[src/rtl/pcode_loader.sv]
// pcode_loader: streams PCODE_LEN code bytes from a valid/ready source into
// code memory with one-cycle write latency. Define PCODE_LOADER_CSUM_EN to
// require a trailing XOR checksum byte before completion is reported.
//
// state | meaning
// IDLE  | waiting for start
// LOAD  | accepting code bytes and writing them to memory
// CHECK | waiting for the checksum trailer byte (CSUM build only)
// DONE  | one-cycle completion pulse
module pcode_loader #(
  parameter int PCODE_LEN = 40920
) (
  input  logic        clk,
  input  logic        rst,
  input  logic        start,
  input  logic        abort,
  input  logic [7:0]  s_data,
  input  logic        s_valid,
  output logic        s_ready,
  output logic        wr_en,
  output logic [15:0] wr_addr,
  output logic [7:0]  wr_data,
  output logic        busy,
  output logic        done,
  output logic        csum_err
);

  typedef enum logic [1:0] {IDLE, LOAD, CHECK, DONE} state_t;

  localparam logic [15:0] LAST_IDX = 16'(PCODE_LEN - 1);

  state_t      state, next_state;
  logic [15:0] index;
  logic        accept;
  logic        last_byte;

  // s_ready is only ever high in LOAD/CHECK, so accept implies one of those.
  assign accept    = s_valid && s_ready;
  assign last_byte = (index == LAST_IDX);

`ifdef PCODE_LOADER_CSUM_EN
  logic [7:0] csum;
  logic       csum_ok;
  assign csum_ok = (s_data == csum);
`endif

  // State register
  always_ff @(posedge clk) begin
    if (rst) state <= IDLE;
    else     state <= next_state;
  end

  // Next-state logic; abort only matters while a load is active
  always_comb begin
    next_state = state;
    case (state)
      IDLE:  if (start) next_state = LOAD;
      LOAD: begin
        if (abort) next_state = IDLE;
        else if (accept && last_byte) begin
`ifdef PCODE_LOADER_CSUM_EN
          next_state = CHECK;
`else
          next_state = DONE;
`endif
        end
      end
      CHECK: begin
`ifdef PCODE_LOADER_CSUM_EN
        if (abort)       next_state = IDLE;
        else if (accept) next_state = csum_ok ? DONE : IDLE;
`else
        next_state = IDLE;
`endif
      end
      DONE:    next_state = IDLE;
      default: next_state = IDLE;
    endcase
  end

  // Registered outputs track the state being entered; write port lags acceptance by one cycle
  always_ff @(posedge clk) begin
    if (rst) begin
      index    <= '0;
      s_ready  <= 1'b0;
      wr_en    <= 1'b0;
      wr_addr  <= '0;
      wr_data  <= '0;
      busy     <= 1'b0;
      done     <= 1'b0;
      csum_err <= 1'b0;
`ifdef PCODE_LOADER_CSUM_EN
      csum     <= '0;
`endif
    end else begin
      s_ready <= (next_state == LOAD) || (next_state == CHECK);
      busy    <= (next_state != IDLE);
      done    <= (next_state == DONE);
      wr_en   <= 1'b0;

      if (state == IDLE && start) begin
        index    <= '0;
        csum_err <= 1'b0;
`ifdef PCODE_LOADER_CSUM_EN
        csum     <= '0;
`endif
      end

      if (state == LOAD && accept && !abort) begin
        wr_en   <= 1'b1;
        wr_addr <= index;
        wr_data <= s_data;
        if (!last_byte) index <= index + 16'd1;
`ifdef PCODE_LOADER_CSUM_EN
        csum    <= csum ^ s_data;
`endif
      end

`ifdef PCODE_LOADER_CSUM_EN
      if (state == CHECK && accept && !abort && !csum_ok) csum_err <= 1'b1;
`endif
    end
  end

endmodule
[config.mk]
export PLATFORM = sky130hd
export DESIGN_NAME = pcode_loader
export DESIGN_NICKNAME = d
export VERILOG_FILES = /design/src/rtl/pcode_loader.sv
export SDC_FILE = /design/constraint.sdc
export NUM_CORES = 1
export LEC_CHECK = 0
export CAP_MARGIN = 20
export CELL_PAD_IN_SITES_DETAIL_PLACEMENT = 1
export CELL_PAD_IN_SITES_GLOBAL_PLACEMENT = 1
export CORE_AREA = 4 4 85 87
export DETAILED_ROUTE_END_ITERATION = 10
export DIE_AREA = 0 0 89 91
export HOLD_SLACK_MARGIN = 0.03
export PLACE_DENSITY_LB_ADDON = 0.1
export SYNTH_ARGS = -nofsm -noshare
export SYNTH_HDL_FRONTEND = slang
export SYNTH_SLANG_ARGS = --single-unit
[constraint.sdc]
create_clock -name clk -period 2.6 [get_ports clk]
set_input_delay 0.52 -clock clk [delete_from_list [all_inputs] [get_ports clk]]
set_output_delay 0.52 -clock clk [all_outputs]
set_load 0.02 [all_outputs]
==> reports/results.tsv <==
stage	metric	value	unit
detailed_routing	via count	1621	
power_and_ir_drop	cell area power density	497	nW/um^2
detailed_routing	detailed-route wire length	4770	um
timing	total negative setup slack	0	ns
setup_path	reg2reg end	index[12]$_SDFF_PP0_	
global_route	Tot GR Track Use	0.129	
cells_and_area	diode count	0	
yosys	unique cell type count in the Yosys netlist	43	
timing	Rel. slew slack	0.589	
cells_and_area	fin cells	343	
die	Die Y	91	um
yosys	Post-Syn Nets	241	
yosys	synthesized cell area	1910	um^2
yosys	Synthesis Warnings	0	
die	Starting Density	0.301	
place	DP Wirelength	3400	um
clocking	CTS Root Cell	clkbuf_8	
global_route	GRT overflow	0	
global_route	vias in the first global route	1661	
setup_path	Startpoint Class	input port	
run	max_cap viols	0	
clocking	worst-skew pair later-pin latency	0.30	ns
yosys	number of synthesized flops with an enable pin	0	
place	DP Worst Slack	0.190	ns
timing	Clock Skew	0.00239	ns
die	I/O Pins	42	
clocking	clk buf depth	2	
setup_path	end of the critical path	index[2]$_SDFF_PP0_	
clocking	Setup Fix Bufs, Post-CTS	0	
yosys	syn avg cell area	8.49	um^2
place	Post-Place Cells	335	
clocking	clock transition at the registers of the reported paths	0.08	ns
cells_and_area	Layout Utilization	0.391	
timing	RSZ-0062 raised after global routing	no	
yosys	Seq/Total Area, Yosys	0.482	
place	I/O Buffers	40	
cells_and_area	share of cells above drive strength 1	0.0902	
setup_path	data arrival time of the worst path	2.22	ns
timing	final setup margin	0.551	ns
die	Row Count	29	
clocking	Post-CTS Resized	0	
detailed_routing	Wirelength per Cell	13.9	um
power_and_ir_drop	Peak VDD IR	0.000216	V
detailed_routing	initial drt markers	58	
yosys	Async SR Flop Fraction	0	
yosys	Yosys reg bits	46	
global_route	initial antenna violation count	0	
power_and_ir_drop	Static Leak	0.000864	uW
cells_and_area	design area	2480	um^2
yosys	top_reg_cell synth	dfxtp_1	
timing	pins over their slew limit	0	
setup_path	Worst setup startpoint	abort	
clocking	CTS Buf Count	5	
global_route	pin count of the biggest net entering global routing	22	
setup_path	Reg2Reg Setup Slack	0.70	ns
setup_path	FF-to-FF Start	index[0]$_SDFF_PP0_	
setup_path	critical path endpoint category	flop	
clocking	cts hold-fix bufs	0	
place	placed cell area	2390	um^2
cells_and_area	commonest cells after routing, fill and taps aside	54 x nand2_1, 46 x dfxtp_1, 40 x clkdlybuf4s50_1, 28 x a21oi_1, 19 x nor2_1	
yosys	Cells after Synth	225	
place	Placer Congestion	0.798	
detailed_routing	DRC viols	0	
setup_path	Crit Path Category	input port to flop	
clocking	clock sink count	46	
die	Horiz. Die Dim	89	um
setup_path	worst path required time	2.77	ns
timing	final critical-path required period	2.05	ns
detailed_routing	Detail Route Antenna Nets	0	
die	core area	6350	um^2
clocking	H-tree Lvls	2	
cells_and_area	most common cell after layout, fill and taps aside	nand2_1	
outcome	status	finished clean	
cells_and_area	Area Overhead vs Synth	29.9	%
timing	final setup vio count	0	
timing	fmax	0.488	GHz
timing	worst slew pin tran	0.614	ns
timing	final hold vios	0	
setup_path	Critical Path Fanout Max	10	
die	DIE AREA	8100	um^2
clocking	CTS tree	done	
timing	Final Cycle Share	0.788	
cells_and_area	Nets	281	
min_path	worst hold path class	flop to flop	
global_route	first-pass GRT wire length	8140	um
detailed_routing	vias per inst	4.73	
detailed_routing	router iterations before antenna repair	4	
setup_path	r2r worst-path depth	6	
[cell families (layout without fill, tap and decap cells)]
group,Yosys count,in the layout,share of synthesized area
simple gates,110,110,0.295
flops,46,46,0.482
compound gates,40,40,0.119
buf+inv,15,56,0.0341
xor+xnor,8,8,0.0367
fa+ha+maj,3,3,0.0197
mux,2,2,0.0111
other cells,1,1,0.00196
[where the power goes]
group,total (uW),switching (uW),leakage (uW),internal (uW)
registers,711,2.49,0.000371,708
clock network,455,240,0.0000482,215
logic,68.5,36.0,0.000444,32.5
[per-layer routing]
metal  vias up  wire length (um)  track usage
met3         9               305       0.0380
met1       741              2290        0.170
met2        37              2080        0.197
met5         -                 0            0
li1        834                 -            -
met4         0               103       0.0484
[cells in the mapped netlist (all sizes together) (2+ instances only)]
cell type / n / area, um^2
nor2: 19 / 71.3
and3: 5 / 32.5
o21ai: 6 / 30.0
or2: 3 / 21.3
nand2b: 4 / 25.0
clkbuf: 5 / 18.8
and4: 2 / 17.5
xnor2: 5 / 43.8
nand2: 54 / 203
nand4b: 2 / 23.8
nor2b: 3 / 18.8
inv: 3 / 11.3
nor4: 3 / 55.1
ha: 3 / 37.5
nand3: 6 / 30.0
nand4: 3 / 25.0
dfxtp: 46 / 921
a21oi: 29 / 149
nor3: 2 / 10.0
xor2: 3 / 26.3
buf: 7 / 35.0
[worst min path at each step]
stage	start	end	cells after the start
after detailed placement	wr_addr[7]$_SDFFE_PP0P_	wr_addr[7]$_SDFFE_PP0P_	2
after global routing	wr_data[4]$_SDFFE_PP0P_	wr_data[4]$_SDFFE_PP0P_	2
after global placement	wr_data[4]$_SDFFE_PP0P_	wr_data[4]$_SDFFE_PP0P_	2
final	wr_addr[2]$_SDFFE_PP0P_	wr_addr[2]$_SDFFE_PP0P_	2
after floorplan	index[9]$_SDFF_PP0_	wr_addr[9]$_SDFFE_PP0P_	2
after CTS	wr_addr[7]$_SDFFE_PP0P_	wr_addr[7]$_SDFFE_PP0P_	2
[flip-flops by register name, summed over array words and instances (netlist names)]
register and flops:
busy 1, done 1, index 16, s_ready 1
state 2, wr_addr 16, wr_data 8, wr_en 1
[area by class of cell]
class / instances / area, um^2
fillers: 750 / 3870
multi-input cells: 164 / 923
flip-flops and latches: 46 / 921
repair buffers: 45 / 438
well taps: 77 / 96.3
clock buffers: 7 / 86.3
inverters: 3 / 11.3
clock inverters: 1 / 5.00
[per-stage QoR]
stage	total power, uW	hold WS [ns]
after detailed placement	798	0.448
after CTS	1260	0.460
after global routing	1290	0.481
final	1230	0.457
after floorplan	761	0.452
after global placement	797	0.443
[critical path, cell delays in order]
cell	delay, ns
clkdlybuf4s50_1	0.40
nand4b_2	0.28
or2_1	0.42
a21oi_2	0.32
or2_4	0.20
a311oi_2	0.08
(Power assumes the default switching activity.)
